[src/rtl/vram_dma_if.sv]
// Bus bundle between the CPU/memory side and the VRAM DMA engine.
// No latency of its own; pure wiring.
// No backpressure: strobes are qualified by ce on both sides.
interface vram_dma_if;
    logic        ce;
    logic        reg_we;
    logic [2:0]  reg_addr;
    logic [7:0]  reg_din;
    logic [7:0]  reg_dout;
    logic [15:0] src_addr;
    logic        src_rd;
    logic [7:0]  src_data;
    logic [12:0] vram_addr;
    logic [7:0]  vram_din;
    logic        vram_we;
    logic        busy;

    // System side: CPU decoder, memory read port, VRAM consumer.
    modport master (
        output ce, reg_we, reg_addr, reg_din, src_data,
        input  reg_dout, src_addr, src_rd, vram_addr, vram_din, vram_we, busy
    );

    // DMA engine side.
    modport slave (
        input  ce, reg_we, reg_addr, reg_din, src_data,
        output reg_dout, src_addr, src_rd, vram_addr, vram_din, vram_we, busy
    );
endinterface

[src/rtl/vram_dma.sv]
// Block copy from CPU address space into 8 KB VRAM, programmed via six byte registers.
// Latency: first vram_we 2 ce cycles after the start write; 2 ce cycles per byte.
// No backpressure: the CPU is halted via busy; strobes are valid only with ce=1.
module vram_dma #(
    parameter int BLOCK_SHIFT = 4
) (
    input  logic       clk,
    input  logic       reset,
    vram_dma_if.slave  bus
);
    typedef enum logic [1:0] {IDLE, READ, WRITE, DONE} state_t;

    state_t      state;
    logic [15:0] src;
    logic [15:0] dst;
    logic [7:0]  len;
    logic [12:0] count;
    logic [7:0]  din_q;
    logic [12:0] blocks;
    logic        start;

    // A zero length register means the maximum of 256 blocks.
    assign blocks = (len == 8'd0) ? 13'd256 : {5'd0, len};
    assign start  = bus.reg_we && (state == IDLE) && (bus.reg_addr == 3'd5) && bus.reg_din[7];

    // Register file, address/count stepping and transfer sequencing.
    always_ff @(posedge clk or posedge reset) begin
        if (reset) begin
            state <= IDLE;
            src   <= 16'd0;
            dst   <= 16'd0;
            len   <= 8'd0;
            count <= 13'd0;
            din_q <= 8'd0;
        end else if (bus.ce) begin
            case (state)
                IDLE: begin
                    if (bus.reg_we) begin
                        case (bus.reg_addr)
                            3'd0:    src[7:0]  <= bus.reg_din;
                            3'd1:    src[15:8] <= bus.reg_din;
                            3'd2:    dst[7:0]  <= bus.reg_din;
                            3'd3:    dst[15:8] <= bus.reg_din;
                            3'd4:    len       <= bus.reg_din;
                            default: ;
                        endcase
                    end
                    if (start) begin
                        count <= blocks << BLOCK_SHIFT;
                        state <= READ;
                    end
                end
                READ: state <= WRITE;
                WRITE: begin
                    din_q <= bus.src_data;
                    src   <= src + 16'd1;
                    dst   <= dst + 16'd1;
                    count <= count - 13'd1;
                    state <= (count == 13'd1) ? DONE : READ;
                end
                default: state <= IDLE;
            endcase
        end
    end

    // Strobes follow the state and are gated by ce so they never fire on idle cycles.
    always_comb begin
        bus.busy      = (state == READ) || (state == WRITE);
        bus.src_rd    = bus.ce && (state == READ);
        bus.vram_we   = bus.ce && (state == WRITE);
        bus.src_addr  = src;
        bus.vram_addr = dst[12:0];
        // Read data arrives during WRITE; pass it straight through, then hold it.
        bus.vram_din  = (state == WRITE) ? bus.src_data : din_q;
    end

    // Register readback; ctrl exposes only the busy flag.
    always_comb begin
        bus.reg_dout = 8'h00;
        case (bus.reg_addr)
            3'd0:    bus.reg_dout = src[7:0];
            3'd1:    bus.reg_dout = src[15:8];
            3'd2:    bus.reg_dout = dst[7:0];
            3'd3:    bus.reg_dout = dst[15:8];
            3'd4:    bus.reg_dout = len;
            3'd5:    bus.reg_dout = {bus.busy, 7'd0};
            default: bus.reg_dout = 8'h00;
        endcase
    end
endmodule
[src/flat_wrapper.sv]
// flat-port wrapper written by rule: the top's interface ports become plain ports
module vram_dma_flat 
#(
    parameter int BLOCK_SHIFT = 4
)
  (clk, reset, bus_ce, bus_reg_we, bus_reg_addr, bus_reg_din, bus_src_data, bus_reg_dout, bus_src_addr, bus_src_rd, bus_vram_addr, bus_vram_din, bus_vram_we, bus_busy);
  vram_dma_if bus_i ();
  input  logic clk;
  input  logic reset;
  input wire logic [$bits(bus_i.ce)-1:0] bus_ce;
  input wire logic [$bits(bus_i.reg_we)-1:0] bus_reg_we;
  input wire logic [$bits(bus_i.reg_addr)-1:0] bus_reg_addr;
  input wire logic [$bits(bus_i.reg_din)-1:0] bus_reg_din;
  input wire logic [$bits(bus_i.src_data)-1:0] bus_src_data;
  output wire logic [$bits(bus_i.reg_dout)-1:0] bus_reg_dout;
  output wire logic [$bits(bus_i.src_addr)-1:0] bus_src_addr;
  output wire logic [$bits(bus_i.src_rd)-1:0] bus_src_rd;
  output wire logic [$bits(bus_i.vram_addr)-1:0] bus_vram_addr;
  output wire logic [$bits(bus_i.vram_din)-1:0] bus_vram_din;
  output wire logic [$bits(bus_i.vram_we)-1:0] bus_vram_we;
  output wire logic [$bits(bus_i.busy)-1:0] bus_busy;
  assign bus_i.ce = bus_ce;
  assign bus_i.reg_we = bus_reg_we;
  assign bus_i.reg_addr = bus_reg_addr;
  assign bus_i.reg_din = bus_reg_din;
  assign bus_i.src_data = bus_src_data;
  assign bus_reg_dout = bus_i.reg_dout;
  assign bus_src_addr = bus_i.src_addr;
  assign bus_src_rd = bus_i.src_rd;
  assign bus_vram_addr = bus_i.vram_addr;
  assign bus_vram_din = bus_i.vram_din;
  assign bus_vram_we = bus_i.vram_we;
  assign bus_busy = bus_i.busy;
  vram_dma #(.BLOCK_SHIFT(BLOCK_SHIFT)) u_core (.clk(clk), .reset(reset), .bus(bus_i));
endmodule
[config.mk]
export PLATFORM = sky130hd
export DESIGN_NAME = vram_dma_flat
export DESIGN_NICKNAME = d
export VERILOG_FILES = /design/src/rtl/vram_dma_if.sv /design/src/rtl/vram_dma.sv /design/src/flat_wrapper.sv
export SDC_FILE = /design/constraint.sdc
export NUM_CORES = 1
export LEC_CHECK = 0
export ABC_AREA = 0
export BUFFER_PORTS_ARGS = -buffer_cell sky130_fd_sc_hd__buf_2
export CAP_MARGIN = 0
export CELL_PAD_IN_SITES_DETAIL_PLACEMENT = 0
export CELL_PAD_IN_SITES_GLOBAL_PLACEMENT = 1
export CORE_MARGIN = 2
export CORE_UTILIZATION = 30
export CTS_BUF_LIST = sky130_fd_sc_hd__clkbuf_16
export CTS_CLUSTER_DIAMETER = 40
export CTS_CLUSTER_SIZE = 8
export DETAILED_ROUTE_END_ITERATION = 7
export GPL_ROUTABILITY_DRIVEN = 0
export GPL_TIMING_DRIVEN = 1
export PLACE_DENSITY_LB_ADDON = 0.1
export SYNTH_ARGS = -nofsm -noshare
export SYNTH_HDL_FRONTEND = slang
export SYNTH_SLANG_ARGS = --single-unit
[constraint.sdc]
create_clock -name clk -period 2.16 [get_ports clk]
set_clock_uncertainty 0.15 [all_clocks]
set_input_delay 0.216 -clock clk [delete_from_list [all_inputs] [get_ports clk]]
set_output_delay 0.216 -clock clk [all_outputs]
set_load 0.01 [all_outputs]
==> results of run 1 <==
layout by cell type, fill, tap and decap left out, types with 3 or more instances in the layout:
master / instances
sky130_fd_sc_hd__or4_1: 3
sky130_fd_sc_hd__mux2_2: 26
sky130_fd_sc_hd__clkinv_1: 3
sky130_fd_sc_hd__ha_1: 5
sky130_fd_sc_hd__buf_2: 70
sky130_fd_sc_hd__o22a_1: 20
sky130_fd_sc_hd__and2_1: 9
sky130_fd_sc_hd__buf_12: 5
sky130_fd_sc_hd__nor2_1: 33
sky130_fd_sc_hd__dlygate4sd3_1: 9
sky130_fd_sc_hd__buf_4: 51
sky130_fd_sc_hd__nor3b_1: 3
sky130_fd_sc_hd__mux2i_1: 12
sky130_fd_sc_hd__inv_2: 3
sky130_fd_sc_hd__nand4_1: 10
sky130_fd_sc_hd__and4_1: 7
sky130_fd_sc_hd__nand2b_1: 6
sky130_fd_sc_hd__clkbuf_16: 10
sky130_fd_sc_hd__inv_1: 13
sky130_fd_sc_hd__nand2_1: 24
sky130_fd_sc_hd__a41oi_1: 7
sky130_fd_sc_hd__o31ai_1: 7
sky130_fd_sc_hd__a31oi_1: 18
sky130_fd_sc_hd__nand3_1: 17
sky130_fd_sc_hd__nor3_1: 8
sky130_fd_sc_hd__mux4_2: 3
sky130_fd_sc_hd__nor2b_1: 7
sky130_fd_sc_hd__nor4_1: 5
sky130_fd_sc_hd__or3_1: 3
sky130_fd_sc_hd__and3_1: 8
sky130_fd_sc_hd__o211ai_1: 6
sky130_fd_sc_hd__dfrtp_1: 63
sky130_fd_sc_hd__nand3b_1: 4
sky130_fd_sc_hd__a21oi_1: 36
sky130_fd_sc_hd__o21ai_0: 20
sky130_fd_sc_hd__o22ai_1: 13
metrics by stage:
step / worst slack, ns / instance area, um2 / std cells / setup TNS [ns] / utilization, %
2_1_floorplan: 0.0009720 / 4328 / 481 / 0 / -
6_report: 0.07047 / 5563 / 763 / 0 / 39.77
4_1_cts: 0.01740 / 5490 / 758 / 0 / 39.25
3_5_place_dp: -0.2147 / 5111 / 735 / -0.2464 / 36.54
5_1_grt: -0.005269 / 5563 / 763 / -0.005269 / 39.77
3_3_place_gp: -0.1734 / 5111 / 735 / -0.2019 / 36.54
final cells by class:
| cell class | instances | share of cell area, % |
|---|---|---|
| multi-input combinational | 355 | 45.14 |
| tap | 180 | 4.049 |
| clock buffer | 9 | 4.049 |
| inverter | 15 | 1.012 |
| timing repair buffer | 136 | 17.05 |
| sequential | 63 | 28.34 |
| clock inverter | 5 | 0.3599 |
worst max-delay path, delay by kind of cell, from the launching register on:
family,cells,cell delay [ns]
buffers and inverters,2,0.27
AO/OA/AOI/OAI,2,0.25
adder cells (fa/ha/maj),1,0.22
flip-flops,1,0.38
multiplexers,1,0.28
kinds of logic (layout without fill, tap and decap cells):
group / Yosys count / in the layout / share of synthesized area [%]
AOI/OAI and AO/OA: 151 / 151 / 23.72
adders and majority gates: 7 / 7 / 2.027
buffers and inverters: 63 / 165 / 6.863
DFF: 63 / 63 / 36.49
muxes: 44 / 44 / 11.84
and+or+nand+nor: 153 / 153 / 19.06
routing by layer:
layer | track usage [%] | up-vias | wire length (um)
li1 | - | 2018 | -
met5 | 0 | - | 0
met3 | 3.800 | 11 | 904
met2 | 29.88 | 140 | 6571
met1 | 31.52 | 2118 | 7754
met4 | 5.407 | 0 | 208
worst paths after layout:
kind                                 start                 endpoint  slack [ns]
setup / recovery           u_core.state[0]          bus_reg_dout[7]        0.07
min in group asynchronous            reset          u_core.count[6]        0.35
max in group asynchronous            reset            u_core.dst[5]        1.19
hold reg to reg            u_core.din_q[2]          u_core.din_q[2]        0.35
hold / removal              bus_reg_din[2]            u_core.len[2]       0.006
setup reg to reg           u_core.state[1]  u_core.bus.src_addr[13]        0.10
flip-flops by register name, summed over array words and instances (netlist names):
register,count
u_core.bus.src_addr,16
u_core.count,13
u_core.din_q,8
u_core.dst,16
u_core.len,8
u_core.state,2
power breakdown:
part | internal [mW] | switching [mW]
Clock | 0.744 | 0.509
Combinational | 2.09 | 2.31
Sequential | 1.74 | 0.691
Total | 4.57 | 3.51
repair_timing:
action	CTS	global route
resized for setup	10	5
endpoints found under the setup margin	12	13
cloned	0	1
setup buffers	0	4
hold buffers	9	0
endpoints found under the hold margin	71	0
pin swaps	2	3
==> run_results.csv, run 1 <==
group,metric,value,unit
global_routing,global_route.usage.total,20.71,%
power,max-vdd-ir-drop,0.0005135,V
synth,synthesis.area_per_instance,8.982,um2
synth,synthDominantAreaCellType,"sky130_fd_sc_hd__dfrtp_1",
synth,yosysWarnings,0,
synth,yosysMostFrequentCell,"sky130_fd_sc_hd__dfrtp_1",
synth,synthesis.instances,481,
finish,total_area_of_multi_input_combinational_cells,2511,um2
clocking,cts.reportedPaths.clkPinSlew,0.05,ns
detailed_routing,wl_per_cell,20.23,um
floorplan,fp.dieH,124.0,um
worst_setup_path,timing.critical_path.required,1.79,ns
worst_setup_path,timing.critical_path.slowest_cell_delay,0.38,ns
clocking,clock_tree.root_cell,"sky130_fd_sc_hd__clkbuf_16",
sta,final-setup-viol-count,0,
synth,post_synth_main_area_contributors,"sky130_fd_sc_hd__dfrtp_1 36%, sky130_fd_sc_hd__mux2_2 7.0%, sky130_fd_sc_hd__a21oi_1 4.2%, sky130_fd_sc_hd__o22a_1 4.1%, sky130_fd_sc_hd__mux2i_1 3.2%",
clocking,clock_latency,0.33,ns
finish,post_route_cells_drive_above_1_share,31.39,%
synth,yosysUniqueCellTypes,54,
worst_setup_path,worstSetupEndpointType,"output pin",
global_routing,grt_antenna_before_repair,0,
worst_setup_path,critical-path-slowest-cell,"sky130_fd_sc_hd__dfrtp_1",
finish,fin_nets,610,
synth,synth.cells.most_frequent,"63 x sky130_fd_sc_hd__dfrtp_1, 36 x sky130_fd_sc_hd__a21oi_1, 33 x sky130_fd_sc_hd__nor2_1",
worst_setup_path,crit_path_cell_trace,"inv_2 > ha_4 > mux2_4 > a22oi_2 > o22ai_2 > buf_2",
global_routing,grt_start_max_net_pins,64,
worst_setup_path,number_of_cells_on_the_worst_reg_to_reg_path,6,
floorplan,die_w,124.0,um
sta,final.period_utilization,96.74,%
floorplan,placeableCoreArea,13990,um2
finish,area.sequential,1577,um2
synth,share_of_yosys_cell_area_claimed_by_the_top_area_cell_type,36.49,%
clocking,max-clock-path-buffers,2,
detailed_routing,num_vias,4287,
worst_setup_path,startpoint_type,"flop",
sta,worst_hold_slack,0.006264,ns
synth,count_of_flip_flops_with_a_built_in_enable_after_synthesis,0,
clocking,ctsHtreeMaxLevel,3,
global_routing,grt_pass1_wl,23840,um
power,power_density,1453,nW/um2
placement,placement.io_buffers,70,
power,total_power,8.084,mW
sta,drv_slew,0,
placement,dp_hpwl,10910,um
detailed_routing,vias_per_cell,5.619,
synth,synth.ff_latch_count,63,
finish,fillers,1412,
global_routing,first_global_vias,4029,
sta,final_period_minus_worst_setup_slack,2.090,ns
global_routing,grt_overflow,0,
synth,syn-cell-area,4320,um2
worst_setup_path,critPathKind,"reg2out",
finish,n_antenna_cell,0,
worst_hold_path,worstHoldPathType,"in2reg",
worst_setup_path,worst_ep_arrival_time,1.72,ns
detailed_routing,drtPass1Iterations,5,
worst_hold_path,hold_path_cells,2,
power,p_leak,2.418,nW
floorplan,floorplan.io_pins,71,
sta,slew-limit-headroom,61.54,%
worst_setup_path,path_max_fanout,3,
outcome,run_status,"finished clean",
clocking,clock_sinks,63,
detailed_routing,routed_wl,15440,um
clocking,number_of_clock_buffers_inserted_by_tritoncts,9,
floorplan,core.rowCount,43,
detailed_routing,ant_nets,0,
clocking,cts_tree,"built",
floorplan,die-area,15380,um2
synth,synth_nets,511,
finish,area_delta_synth_final,28.76,%
synth,synth_sequential_area_ratio,36.49,%
run,max_cap_violations,0,
synth,asyncSetResetFlopFracSynth,100.0,%
sta,worst-slew-pin-transition,0.5716,ns
detailed_routing,drt_iter0_markers,310,
sta,fmax,478.6,MHz
synth,synthFlopType,"sky130_fd_sc_hd__dfrtp_1",
sta,final-hold-violation-count,0,
floorplan,initial_utilization,30.89,%
detailed_routing,route.detailed.drc,0,
No activity file was read; power rests on OpenSTA's default activity.
==> run 2, diff against run 1 <==
RECOVER_POWER = 50   (was not set)
==> run 2 against run 1 <==
Against the previous run:
- hold slack worse by 0.0013 ns
- power down 1.3%
- critical path type unchanged
- critical path depth unchanged
- critical endpoint unchanged
- largest cell class unchanged
- count of clock-buffer cells in the layout unchanged
- sequential power about the same
==> run_results.csv, run 2 (same netlist as run 1, synthesis figures left out) <==
group,metric,value,unit
worst_setup_path,family_with_the_most_delay_on_the_worst_path,"flip-flops",
global_routing,global_route.usage.total,20.71,%
floorplan,floorplan.io_pins,71,
clocking,number_of_clock_buffers_inserted_by_tritoncts,9,
clocking,clock_sinks,63,
detailed_routing,drt_iter0_markers,306,
clocking,cts_tree,"built",
power,power.sequential.fraction,30.5,%
global_routing,grt_start_max_net_pins,64,
sta,final-hold-violation-count,0,
outcome,run_status,"finished clean",
sta,worst-slew-pin-transition,0.9625,ns
power,clock_power_share,15.7,%
detailed_routing,wl_per_cell,20.21,um
sta,fmax,477.2,MHz
detailed_routing,drtPass1Iterations,5,
floorplan,placeableCoreArea,13990,um2
finish,post-route-cell-area,5503,um2
worst_setup_path,crit_path_cell_trace,"inv_2 > ha_4 > mux2_4 > a22oi_2 > o22ai_2 > buf_2",
global_routing,grt_pass1_wl,23840,um
sta,worst_hold_slack,0.004986,ns
clocking,max-clock-path-buffers,2,
power,power_density,1451,nW/um2
worst_setup_path,startpoint_type,"flop",
worst_setup_path,worstSetupEndpointType,"output pin",
sta,postLayoutSetupSlackWorst,0.06449,ns
finish,fin_nets,610,
power,max-vdd-ir-drop,0.0005143,V
floorplan,initial_utilization,30.89,%
placement,placement.io_buffers,70,
sta,final.period_utilization,97.01,%
worst_setup_path,critical-path-slowest-cell,"sky130_fd_sc_hd__dfrtp_1",
floorplan,fp.dieH,124.0,um
placement,dpl.cell_count,735,
worst_setup_path,critPathKind,"reg2out",
finish,area_delta_synth_final,27.37,%
sta,final_sum_of_negative_setup_slack,0,ns
clocking,ctsHtreeMaxLevel,3,
power,combinationalPowerShare,53.8,%
placement,dp_hpwl,10910,um
worst_setup_path,path_max_fanout,3,
floorplan,core.rowCount,43,
finish,final_cell_mix,"63 x sky130_fd_sc_hd__dfrtp_1, 56 x sky130_fd_sc_hd__buf_2, 43 x sky130_fd_sc_hd__buf_4",
global_routing,grt_overflow,0,
detailed_routing,routed_wl,15420,um
power,power.internal,4.473,mW
global_routing,grt_antenna_before_repair,0,
clocking,clock_latency,0.33,ns
finish,instances_no_fill,763,
placement,detailedPlace.worstSlack,-0.2147,ns
detailed_routing,route.detailed.drc,0,
sta,final-setup-viol-count,0,
detailed_routing,vias_per_cell,5.624,
clocking,clock_tree.root_cell,"sky130_fd_sc_hd__clkbuf_16",
power,total_power,7.982,mW
floorplan,die_w,124.0,um
detailed_routing,num_vias,4291,
finish,n_antenna_cell,0,
global_routing,first_global_vias,4029,
sta,drv_slew,0,
clocking,cts.reportedPaths.clkPinSlew,0.05,ns
run,max_cap_violations,0,
power,sw_power,3.509,mW
worst_setup_path,timing.critical_path.required,1.79,ns
finish,post_route_cells_drive_above_1_share,27.44,%
worst_hold_path,worstHoldPathType,"in2reg",
detailed_routing,ant_nets,0,
placement,dpl_cell_area,5111,um2
power,switching_share,43.96,%
finish,postLayoutCoreUtil,39.34,%
sta,slew-limit-headroom,35.83,%
sta,final_period_minus_worst_setup_slack,2.096,ns
worst_setup_path,timing.critical_path.slowest_cell_delay,0.38,ns
finish,mostFrequentLayoutCell,"sky130_fd_sc_hd__dfrtp_1",
worst_setup_path,worst_ep_arrival_time,1.73,ns
floorplan,die-area,15380,um2
worst_setup_path,timing.critical_path.buf_inv,2,
power,p_leak,2.345,nW
-- run 2: worst paths after layout --
path	from	to	slack [ns]	cells past startpoint
max	u_core.state[0]	bus_reg_dout[7]	0.06	6
min	bus_reg_din[2]	u_core.len[2]	0.005	2
max reg2reg	u_core.state[1]	u_core.bus.src_addr[12]	0.09	7
min reg2reg	u_core.din_q[2]	u_core.din_q[2]	0.35	1
max in group asynchronous	reset	u_core.dst[12]	0.66	4
min in group asynchronous	reset	u_core.din_q[2]	0.59	4
-- run 2: metal layers --
layer,GRT usage (%),wire length [um],vias up
li1,-,-,2019
met1,31.52,7659,2117
met2,29.88,6728,146
met3,3.800,834,9
met4,5.407,195,0
met5,0,0,-
-- run 2: final cells by class --
class	count	area, um2
Inverter	15	56.30
Clock inverter	5	20.02
Clock buffer	9	225.2
Tap cell	180	225.2
Fill cell	1428	8486
Sequential cell	63	1577
Multi-Input combinational cell	355	2511
Timing Repair Buffer	136	888.4
-- run 2: power groups by stage --
stage	sequential (mW)	combinational [mW]	clock (mW)
after floorplan	2.31	2.60	0
after global placement	2.42	4.13	0
after detailed placement	2.42	4.15	0
after CTS	2.42	4.27	1.30
after global routing	2.53	4.74	1.35
final	2.43	4.30	1.25
-- run 2: what timing repair did --
action,CTS,global route
buffers inserted,0,4
endpoints found under the setup margin,12,13
gates cloned,0,1
endpoints found under the hold margin,71,0
hold buffers,9,0
gates resized for setup,10,5
pin swaps,2,3
==> run 3, diff against run 2 <==
CORE_ASPECT_RATIO = 1.75   (was not set)
==> run 3 against run 2 <==
Against the previous run:
- sequential cell count unchanged
- final area up 1.7%
- clock power about the same
- register-to-register slack worse by 0.03 ns
- critical path type is now reg2reg
==> run_results.csv, run 3 (same netlist as run 1, synthesis figures left out) <==
group,metric,value,unit
worst_setup_path,worst_ep_arrival_time,2.21,ns
power,power_density,1447,nW/um2
placement,detailedPlace.worstSlack,-0.06270,ns
sta,worst-slew-pin-transition,0.9718,ns
worst_setup_path,timing.critical_path.slowest_cell_delay,0.51,ns
floorplan,die_w,94.72,um
finish,n_antenna_cell,0,
worst_setup_path,timing.critical_path.required,2.27,ns
worst_setup_path,timing.critical_path.buf_inv,2,
sta,final-setup-viol-count,0,
floorplan,fp.dieH,162.8,um
placement,dpl_cell_area,5166,um2
sta,final_period_minus_worst_setup_slack,2.097,ns
finish,instances_no_fill,772,
finish,final_cell_mix,"63 x sky130_fd_sc_hd__dfrtp_1, 56 x sky130_fd_sc_hd__buf_2, 47 x sky130_fd_sc_hd__buf_4",
floorplan,core.rowCount,58,
detailed_routing,vias_per_cell,5.514,
sta,postLayoutSetupSlackWorst,0.06325,ns
floorplan,placeableCoreArea,14220,um2
detailed_routing,ant_nets,0,
sta,final_sum_of_negative_setup_slack,0,ns
power,p_leak,2.393,nW
global_routing,grt_pass1_wl,24460,um
finish,fillers,1505,
worst_setup_path,family_with_the_most_delay_on_the_worst_path,"simple AND/OR/NAND/NOR gates",
placement,dpl.cell_count,739,
worst_hold_path,worstHoldPathType,"in2reg",
worst_setup_path,crit_path_cell_trace,"inv_2 > ha_4 > mux2_4 > o211ai_1 > buf_4 > or4_1 > nand3_1",
finish,fin_nets,620,
detailed_routing,routed_wl,15960,um
clocking,cts.reportedPaths.clkPinSlew,0.05,ns
sta,fmax,476.9,MHz
floorplan,floorplan.io_pins,71,
outcome,run_status,"finished clean",
worst_setup_path,worstSetupEndpointType,"flop",
finish,post_route_cells_drive_above_1_share,28.04,%
worst_setup_path,startpoint_type,"flop",
global_routing,grt_overflow,0,
power,max-vdd-ir-drop,0.0005238,V
sta,slew-limit-headroom,35.21,%
run,max_cap_violations,0,
floorplan,die-area,15410,um2
worst_setup_path,critical-path-slowest-cell,"sky130_fd_sc_hd__or4_1",
placement,placement.io_buffers,70,
worst_setup_path,path_max_fanout,6,
sta,final.period_utilization,97.07,%
sta,final-hold-violation-count,0,
detailed_routing,wl_per_cell,20.67,um
sta,rsz0062_at_grt,"yes",
sta,worst_hold_slack,0.06793,ns
clocking,clock_tree.root_cell,"sky130_fd_sc_hd__clkbuf_16",
global_routing,global_route.usage.total,21.37,%
floorplan,initial_utilization,30.37,%
finish,area_delta_synth_final,29.48,%
clocking,max-clock-path-buffers,2,
worst_setup_path,critPathKind,"reg2reg",
detailed_routing,drt_iter0_markers,202,
clocking,clock_latency,0.33,ns
clocking,ctsHtreeMaxLevel,3,
worst_setup_path,ff2ff_setup_slack,0.06,ns
global_routing,first_global_vias,4220,
detailed_routing,drtPass1Iterations,4,
clocking,number_of_clock_buffers_inserted_by_tritoncts,9,
clocking,clock_sinks,63,
power,total_power,8.092,mW
finish,mostFrequentLayoutCell,"sky130_fd_sc_hd__dfrtp_1",
global_routing,grt_start_max_net_pins,64,
finish,postLayoutCoreUtil,39.33,%
sta,drv_slew,0,
placement,dp_hpwl,11680,um
finish,post-route-cell-area,5594,um2
global_routing,grt_antenna_before_repair,0,
clocking,cts_tree,"built",
detailed_routing,route.detailed.drc,0,
detailed_routing,num_vias,4257,
[run 3: report_power, final]
part / switching, mW / leakage, nW / internal, mW
Clock: 0.511 / 0.120 / 0.742
Combinational: 2.34 / 1.53 / 2.08
Sequential: 0.668 / 0.749 / 1.74
[run 3: worst reg2reg max path: cells and delay by family, from the launching register on]
kind                       cells  cell delay, ns
muxes                          1            0.17
DFF                            1            0.38
adders and majority gates      1            0.20
buffers and inverters          2            0.33
and+or+nand+nor                2            0.60
AOI/OAI and AO/OA              1            0.19
[run 3: area by class of cell]
type | count | area, um2 | share of cell area [%]
Timing Repair Buffer | 146 | 997.2 | 17.83
Multi-Input combinational cell | 355 | 2497 | 44.64
Inverter | 15 | 56.30 | 1.006
Sequential cell | 63 | 1577 | 28.18
Clock inverter | 4 | 16.27 | 0.2908
Tap cell | 180 | 225.2 | 4.026
Clock buffer | 9 | 225.2 | 4.026
[run 3: path summary, 6_finish.rpt]
path | start | endpoint | cells after the start
min reg2reg | u_core.din_q[7] | u_core.din_q[7] | 1
min in group asynchronous | reset | u_core.din_q[3] | 4
max in group asynchronous | reset | u_core.dst[3] | 4
min | bus_reg_din[7] | u_core.len[7] | 2
max reg2reg | u_core.state[0] | u_core.dst[15] | 7
max | u_core.state[0] | u_core.dst[15] | 7
[run 3: routing by layer]
metal / GRT usage (%) / up-vias / wire, um
li1: - / 2035 / -
met1: 24.74 / 2080 / 6223
met2: 35.36 / 100 / 8151
met3: 3.008 / 42 / 528
met4: 15.35 / 0 / 1058
met5: 0 / - / 0
[run 3: timing repair]
item,4_1_cts,5_1_grt
resized for setup,3,10
cloned,1,1
hold buffers,11,0
setup buffers,2,5
endpoints found under the hold margin,73,0
pin swaps,0,3
setup endpoints to repair,19,12
